<file path="config.mk">
export PLATFORM = sky130hd
export DESIGN_NAME = hsv_threshold_mask
export DESIGN_NICKNAME = d
export VERILOG_FILES = /design/src/rtl/hsv_pkg.sv /design/src/rtl/fp32_cmp.sv /design/src/rtl/hsv_threshold_mask.sv
export SDC_FILE = /design/constraint.sdc
export NUM_CORES = 1
export LEC_CHECK = 0
export CORE_ASPECT_RATIO = 0.7
export CORE_MARGIN = 1.5
export CORE_UTILIZATION = 60
export CTS_BUF_LIST = sky130_fd_sc_hd__clkbuf_8
export DETAILED_ROUTE_END_ITERATION = 6
export PLACE_DENSITY_LB_ADDON = 0.12
export SYNTH_ARGS = -nofsm -noshare
export SYNTH_HDL_FRONTEND = slang
export SYNTH_SLANG_ARGS = --single-unit
</file>
<file path="constraint.sdc">
create_clock -name clk -period 55.9 [get_ports clk]
set_input_delay 11.18 -clock clk [delete_from_list [all_inputs] [get_ports clk]]
set_output_delay 11.18 -clock clk [all_outputs]
set_load 0.005 [all_outputs]
</file>
<file path="src/rtl/hsv_pkg.sv">
// Shared fp32 constants, the H/S/V pixel bundle and the fp32 ordering key
// used by the threshold-mask datapath.
package hsv_pkg;

  localparam int FP32_W = 32;

  localparam logic [FP32_W-1:0] FP32_QNAN = 32'h7FC0_0000;
  localparam logic [FP32_W-1:0] FP32_ZERO = 32'h0000_0000;
  localparam logic [FP32_W-1:0] FP32_ONE  = 32'h3F80_0000;
  localparam logic [FP32_W-1:0] FP32_360  = 32'h43B4_0000;

  typedef struct packed {
    logic [FP32_W-1:0] h;
    logic [FP32_W-1:0] s;
    logic [FP32_W-1:0] v;
  } hsv_px_t;

  // Maps sign-magnitude fp32 onto an unsigned key with the same ordering.
  // Both zeros share one key so that -0 == +0.
  function automatic logic [FP32_W-1:0] fp32_key(input logic [FP32_W-1:0] f);
    if (f[FP32_W-2:0] == '0)
      return {1'b1, {(FP32_W-1){1'b0}}};
    else if (f[FP32_W-1])
      return ~f;
    else
      return {1'b1, f[FP32_W-2:0]};
  endfunction

  function automatic logic fp32_is_nan(input logic [FP32_W-1:0] f);
    return (f[30:23] == 8'hFF) && (f[22:0] != '0);
  endfunction

endpackage

</file>
<file path="src/rtl/fp32_cmp.sv">
// Combinational fp32 comparator: a<b, a==b, and unordered when either is NaN.
// Denormals are compared exactly; infinities order normally.
module fp32_cmp
  import hsv_pkg::*;
(
  input  logic [FP32_W-1:0] a,
  input  logic [FP32_W-1:0] b,
  output logic              lt,
  output logic              eq,
  output logic              unordered
);

  logic [FP32_W-1:0] key_a;
  logic [FP32_W-1:0] key_b;

  assign key_a     = fp32_key(a);
  assign key_b     = fp32_key(b);
  assign unordered = fp32_is_nan(a) | fp32_is_nan(b);
  assign lt        = ~unordered & (key_a < key_b);
  assign eq        = ~unordered & (key_a == key_b);

endmodule

</file>
<file path="src/rtl/hsv_threshold_mask.sv">
// Per-pixel H/S/V range test with raster position, per-frame match count and
// end-of-frame pulse. Fixed two-clock latency from an accepted input to its output.
module hsv_threshold_mask
  import hsv_pkg::*;
#(
  parameter  int Width  = 437,
  parameter  int Height = 350,
  localparam int XW     = $clog2(Width),
  localparam int YW     = $clog2(Height),
  localparam int CW     = $clog2(Width * Height + 1)
) (
  input  logic              clk,
  input  logic              rst_n,
  input  logic              In_Valid,
  input  logic [FP32_W-1:0] H,
  input  logic [FP32_W-1:0] S,
  input  logic [FP32_W-1:0] V,
  input  logic [FP32_W-1:0] H_Lo,
  input  logic [FP32_W-1:0] H_Hi,
  input  logic [FP32_W-1:0] S_Lo,
  input  logic [FP32_W-1:0] S_Hi,
  input  logic [FP32_W-1:0] V_Lo,
  input  logic [FP32_W-1:0] V_Hi,
  output logic              Out_Valid,
  output logic              Mask,
  output logic [XW-1:0]     X,
  output logic [YW-1:0]     Y,
  output logic              Frame_Done,
  output logic [CW-1:0]     Match_Count
);

  localparam logic [XW-1:0] X_LAST  = XW'(Width - 1);
  localparam logic [YW-1:0] Y_LAST  = YW'(Height - 1);
  localparam logic [CW-1:0] ACC_MAX = CW'(Width * Height);

  logic [XW-1:0]     in_x_reg;
  logic [YW-1:0]     in_y_reg;
  logic              s0_valid_reg;
  hsv_px_t           s0_px_reg;
  logic [XW-1:0]     s0_x_reg;
  logic [YW-1:0]     s0_y_reg;
  logic [FP32_W-1:0] bound_reg [6];
  logic              s1_valid_reg;
  logic [5:0]        s1_hit_reg;
  logic              s1_hue_ord_reg;
  logic [XW-1:0]     s1_x_reg;
  logic [YW-1:0]     s1_y_reg;
  logic [CW-1:0]     acc_reg;

  logic [FP32_W-1:0] cmp_a [6];
  logic [5:0]        cmp_lt;
  logic [5:0]        cmp_eq;
  logic [5:0]        cmp_un;
  logic [5:0]        hit;
  logic              frame_start;
  logic              hue_hit;
  logic              mask_c;
  logic              last_c;

  assign frame_start = In_Valid && (in_x_reg == '0) && (in_y_reg == '0);

  // Even slots test value >= low bound, odd slots test value <= high bound.
  always_comb begin
    cmp_a[0] = s0_px_reg.h;
    cmp_a[1] = s0_px_reg.h;
    cmp_a[2] = s0_px_reg.s;
    cmp_a[3] = s0_px_reg.s;
    cmp_a[4] = s0_px_reg.v;
    cmp_a[5] = s0_px_reg.v;
  end

  generate
    for (genvar gi = 0; gi < 6; gi++) begin : g_cmp
      fp32_cmp u_cmp (
        .a         (cmp_a[gi]),
        .b         (bound_reg[gi]),
        .lt        (cmp_lt[gi]),
        .eq        (cmp_eq[gi]),
        .unordered (cmp_un[gi])
      );
      if (gi % 2 == 0) begin : g_ge
        assign hit[gi] = ~cmp_lt[gi] & ~cmp_un[gi];
      end else begin : g_le
        assign hit[gi] = cmp_lt[gi] | cmp_eq[gi];
      end
    end
  endgenerate

  // A low hue bound above the high bound selects the range wrapping through 0.
  assign hue_hit = s1_hue_ord_reg ? (s1_hit_reg[0] & s1_hit_reg[1])
                                  : (s1_hit_reg[0] | s1_hit_reg[1]);
  assign mask_c  = hue_hit & (&s1_hit_reg[5:2]);
  assign last_c  = (s1_x_reg == X_LAST) && (s1_y_reg == Y_LAST);

  always_ff @(posedge clk) begin
    if (!rst_n) begin
      in_x_reg     <= '0;
      in_y_reg     <= '0;
      s0_valid_reg <= 1'b0;
      s0_px_reg    <= '0;
      s0_x_reg     <= '0;
      s0_y_reg     <= '0;
      for (int i = 0; i < 6; i++) bound_reg[i] <= '0;
    end else begin
      s0_valid_reg <= In_Valid;
      if (In_Valid) begin
        s0_px_reg <= '{h: H, s: S, v: V};
        s0_x_reg  <= in_x_reg;
        s0_y_reg  <= in_y_reg;
        if (in_x_reg == X_LAST) begin
          in_x_reg <= '0;
          in_y_reg <= (in_y_reg == Y_LAST) ? '0 : in_y_reg + 1'b1;
        end else begin
          in_x_reg <= in_x_reg + 1'b1;
        end
      end
      if (frame_start) begin
        bound_reg[0] <= H_Lo;
        bound_reg[1] <= H_Hi;
        bound_reg[2] <= S_Lo;
        bound_reg[3] <= S_Hi;
        bound_reg[4] <= V_Lo;
        bound_reg[5] <= V_Hi;
      end
    end
  end

  always_ff @(posedge clk) begin
    if (!rst_n) begin
      s1_valid_reg   <= 1'b0;
      s1_hit_reg     <= '0;
      s1_hue_ord_reg <= 1'b0;
      s1_x_reg       <= '0;
      s1_y_reg       <= '0;
    end else begin
      s1_valid_reg   <= s0_valid_reg;
      s1_hit_reg     <= hit;
      s1_hue_ord_reg <= fp32_key(bound_reg[0]) <= fp32_key(bound_reg[1]);
      s1_x_reg       <= s0_x_reg;
      s1_y_reg       <= s0_y_reg;
    end
  end

  always_ff @(posedge clk) begin
    if (!rst_n) begin
      Out_Valid   <= 1'b0;
      Mask        <= 1'b0;
      X           <= '0;
      Y           <= '0;
      Frame_Done  <= 1'b0;
      Match_Count <= '0;
      acc_reg     <= '0;
    end else begin
      Out_Valid  <= s1_valid_reg;
      Frame_Done <= s1_valid_reg & last_c;
      if (s1_valid_reg) begin
        Mask <= mask_c;
        X    <= s1_x_reg;
        Y    <= s1_y_reg;
        if (last_c) begin
          Match_Count <= (acc_reg == ACC_MAX) ? acc_reg : acc_reg + CW'(mask_c);
          acc_reg     <= '0;
        end else if (mask_c && acc_reg != ACC_MAX) begin
          acc_reg <= acc_reg + 1'b1;
        end
      end
    end
  end

endmodule

</file>
==> results.json <==
{
  "post_drt_via_cell_ratio": 5.719,
  "cts_tree": "yes",
  "async_flop_share_pct": 0,
  "antenna_found_initial": 10,
  "largest_reg_flops": 192,
  "rsz0062_at_grt": "no",
  "fin_crit_sh_pct": 25.20,
  "setup-tns-final_ns": 0,
  "drc": 0,
  "dieArea_um2": 42500,
  "synth_cell_type_count": 63,
  "syn_area_um2": 24750,
  "powerDensity_nw_per_um2": 27.46,
  "critPathLaunchType": "input pin",
  "post_cts_resized": 0,
  "place.gp.congestion": 0.9514,
  "crit_type": "input pin to flop",
  "ys.flop_type": "dfxtp_1",
  "htree_levels": 2,
  "nets": 3380,
  "clk_pin_slew_worst_paths_ns": 0.07,
  "synth-edff-count": 192,
  "overflow": 0,
  "maxSlewHeadroom_pct": 11.71,
  "yosys_warnings": 0,
  "clock_skew_ns": 0.02621,
  "io_buffers": 329,
  "synth.yosys.seq_area_share_pct": 40.76,
  "cap_violations": 0,
  "hold_buffers": 0,
  "hpwl_um": 50880,
  "fp.dieH_um": 172.9,
  "vias": 19821,
  "cp_max_fo": 107,
  "numCtsBuffers": 59,
  "seqCellArea_um2": 10090,
  "period_needed_ns": 14.09,
  "final-setup-viol-count": 0,
  "cts_setup_buffers": 0,
  "syn_nets": 3106,
  "grt_pass1_wl_um": 102100,
  "clock_sinks": 408,
  "syn_to_final_growth_pct": 19.89,
  "fmax_mhz": 70.99,
  "io_pins": 330,
  "drv_slew": 0,
  "initial_core_util_pct": 60.54,
  "hold_viol": 0,
  "status": "complete, no violations",
  "max-vdd-ir-drop_v": 0.00002398,
  "p_total_uw": 815.0,
  "leakage_nw": 12.97,
  "instances_no_fill": 3466,
  "core-area_um2": 40880,
  "die_w_um": 245.8,
  "drt_iter0_drc": 1729,
  "worst_pin_slew_ns": 1.324,
  "cts_buffer_depth": 3,
  "wirelength_um": 65950,
  "grt_pass1_vias": 19132,
  "ant_nets": 0,
  "nFillCells": 2997,
  "multiInputGateArea_um2": 14000,
  "rows": 62,
  "syn-instance-count": 2591,
  "worstPathRequired_ns": 56.41,
  "avgSynthCellArea_um2": 9.553,
  "hold_path.class": "flop to flop",
  "wire_per_inst_um": 19.03,
  "numPlacedInstances": 3348,
  "layout-drive-gt1-share_pct": 4.397,
  "synth-seq-cells": 408,
  "endpoint_kind": "flop",
  "track_usage_pct": 30.38,
  "cts-root-buf": "clkbuf_8",
  "clkLatencyLatePin_ns": 0.66,
  "grt_max_degree": 186,
  "drt_first_pass_iters": 5,
  "crit_arrival_ns": 14.60
}
[placed cells by master (no fill, tap or decap), types with 28 or more instances in the layout]
| cell | count |
|---|---|
| nor2_1 | 306 |
| xnor2_1 | 110 |
| dfxtp_1 | 214 |
| nor4_1 | 63 |
| o21ai_0 | 50 |
| nor3_1 | 29 |
| clkbuf_8 | 69 |
| edfxtp_1 | 192 |
| a21o_1 | 46 |
| and2_1 | 223 |
| mux2i_1 | 136 |
| ha_1 | 224 |
| clkdlybuf4s50_1 | 328 |
| nand2_1 | 241 |
| a21oi_1 | 71 |
| nand4_1 | 79 |
| nand3_1 | 28 |
| inv_1 | 62 |
| xor2_1 | 205 |
[through the flow]
stage	utilization (%)	worst slack, ns	hold slack (ns)	instance area (um^2)
after floorplan	-	29.81	0.4119	24750
after detailed placement	69.46	41.17	0.4188	28390
final	72.59	41.81	0.4337	29670
after global routing	72.56	41.59	0.4441	29660
after global placement	69.46	41.28	0.4146	28390
after CTS	72.52	41.85	0.4365	29650
[report_power, final]
part           leakage (nW)  switching, mW  total [mW]  internal, mW
sequential             3.83         0.0178       0.352         0.335
clock                 0.703          0.121       0.253         0.132
combinational          8.44          0.114       0.210        0.0954
[routing by layer]
metal	wire, um	vias to the layer above	share of wire, %	GRT usage [%]
li1	-	9647	-	-
met1	30250	9280	46	44.46
met2	28660	792	43	46.20
met3	5465	100	8.3	5.075
met4	1564	2	2.4	8.793
met5	10	-	0.015	0
[logic make-up (layout without fill, tap and decap cells)]
family,after synthesis,in the layout,synth area share [%]
xor gates and xnor gates,315,315,11.15
adders and majority gates,226,226,11.40
muxes,136,136,5.500
DFF,408,408,40.76
AOI/OAI and AO/OA,268,268,7.037
and+or+nand+nor,1058,1058,21.40
buffers and inverters,180,500,2.750
other,0,11,0
[final timing paths]
kind         depth (start not counted)  slack, ns                             from                             end
max                                  7      41.81                            rst_n  bound_reg[0][60]$_SDFFCE_PN0P_
min                                  1       0.43          s0_valid_reg$_SDFF_PN0_         s1_valid_reg$_SDFF_PN0_
max reg2reg                         12      51.40  bound_reg[0][114]$_SDFFCE_PN0P_        s1_hit_reg[3]$_SDFF_PN0_
min reg2reg                          1       0.43          s0_valid_reg$_SDFF_PN0_         s1_valid_reg$_SDFF_PN0_
[cell type report]
type / instances / area share [%]
diodes: 11 / 0.09276
clock buffers: 69 / 3.200
clock inverters: 38 / 1.020
inverters: 46 / 0.5903
multi-input cells: 2003 / 47.19
flip-flops and latches: 408 / 34.01
well taps: 544 / 2.294
repair buffers: 347 / 11.60
[synthesized netlist by cell type (3+ instances only)]
cell type | n | area share [%]
and3_1 | 12 | 0.30
a221o_1 | 3 | 0.12
a211o_1 | 3 | 0.11
nand4b_1 | 3 | 0.11
nor2_1 | 307 | 4.7
nand3_1 | 28 | 0.57
and2_0 | 3 | 0.076
nor3_1 | 31 | 0.63
nand2_1 | 241 | 3.7
o21a_1 | 5 | 0.15
o31ai_1 | 11 | 0.33
nand4_1 | 79 | 2.0
and4_1 | 15 | 0.53
edfxtp_1 | 192 | 23
xor2_1 | 205 | 7.3
or4_1 | 8 | 0.24
a21o_1 | 46 | 1.4
nand2b_1 | 3 | 0.076
o21ai_1 | 6 | 0.12
a21oi_1 | 71 | 1.4
nor2b_1 | 10 | 0.25
a211oi_1 | 24 | 0.73
nor4bb_1 | 3 | 0.12
buf_1 | 20 | 0.30
xnor2_1 | 110 | 3.9
o311ai_0 | 3 | 0.11
a221oi_1 | 8 | 0.28
ha_1 | 224 | 11
mux2i_1 | 136 | 5.5
a31oi_1 | 8 | 0.20
nor4_1 | 63 | 1.6
and2_1 | 223 | 5.6
nor4_2 | 3 | 0.15
o21ai_0 | 51 | 1.0
inv_1 | 45 | 0.68
o211ai_1 | 5 | 0.15
or3_1 | 13 | 0.33
or2_2 | 5 | 0.13
a2111oi_0 | 5 | 0.18
clkbuf_1 | 110 | 1.7
dfxtp_1 | 216 | 17
buf_2 | 4 | 0.081
o22ai_1 | 3 | 0.076
[critical path: stages]
cell and delay (ns):
clkdlybuf4s50_1 0.46, buf_4 0.35, inv_4 0.36, nor3_2 0.53
buf_4 0.56, buf_4 0.73, and2_1 0.25
No activity file was read; power rests on OpenSTA's default activity.
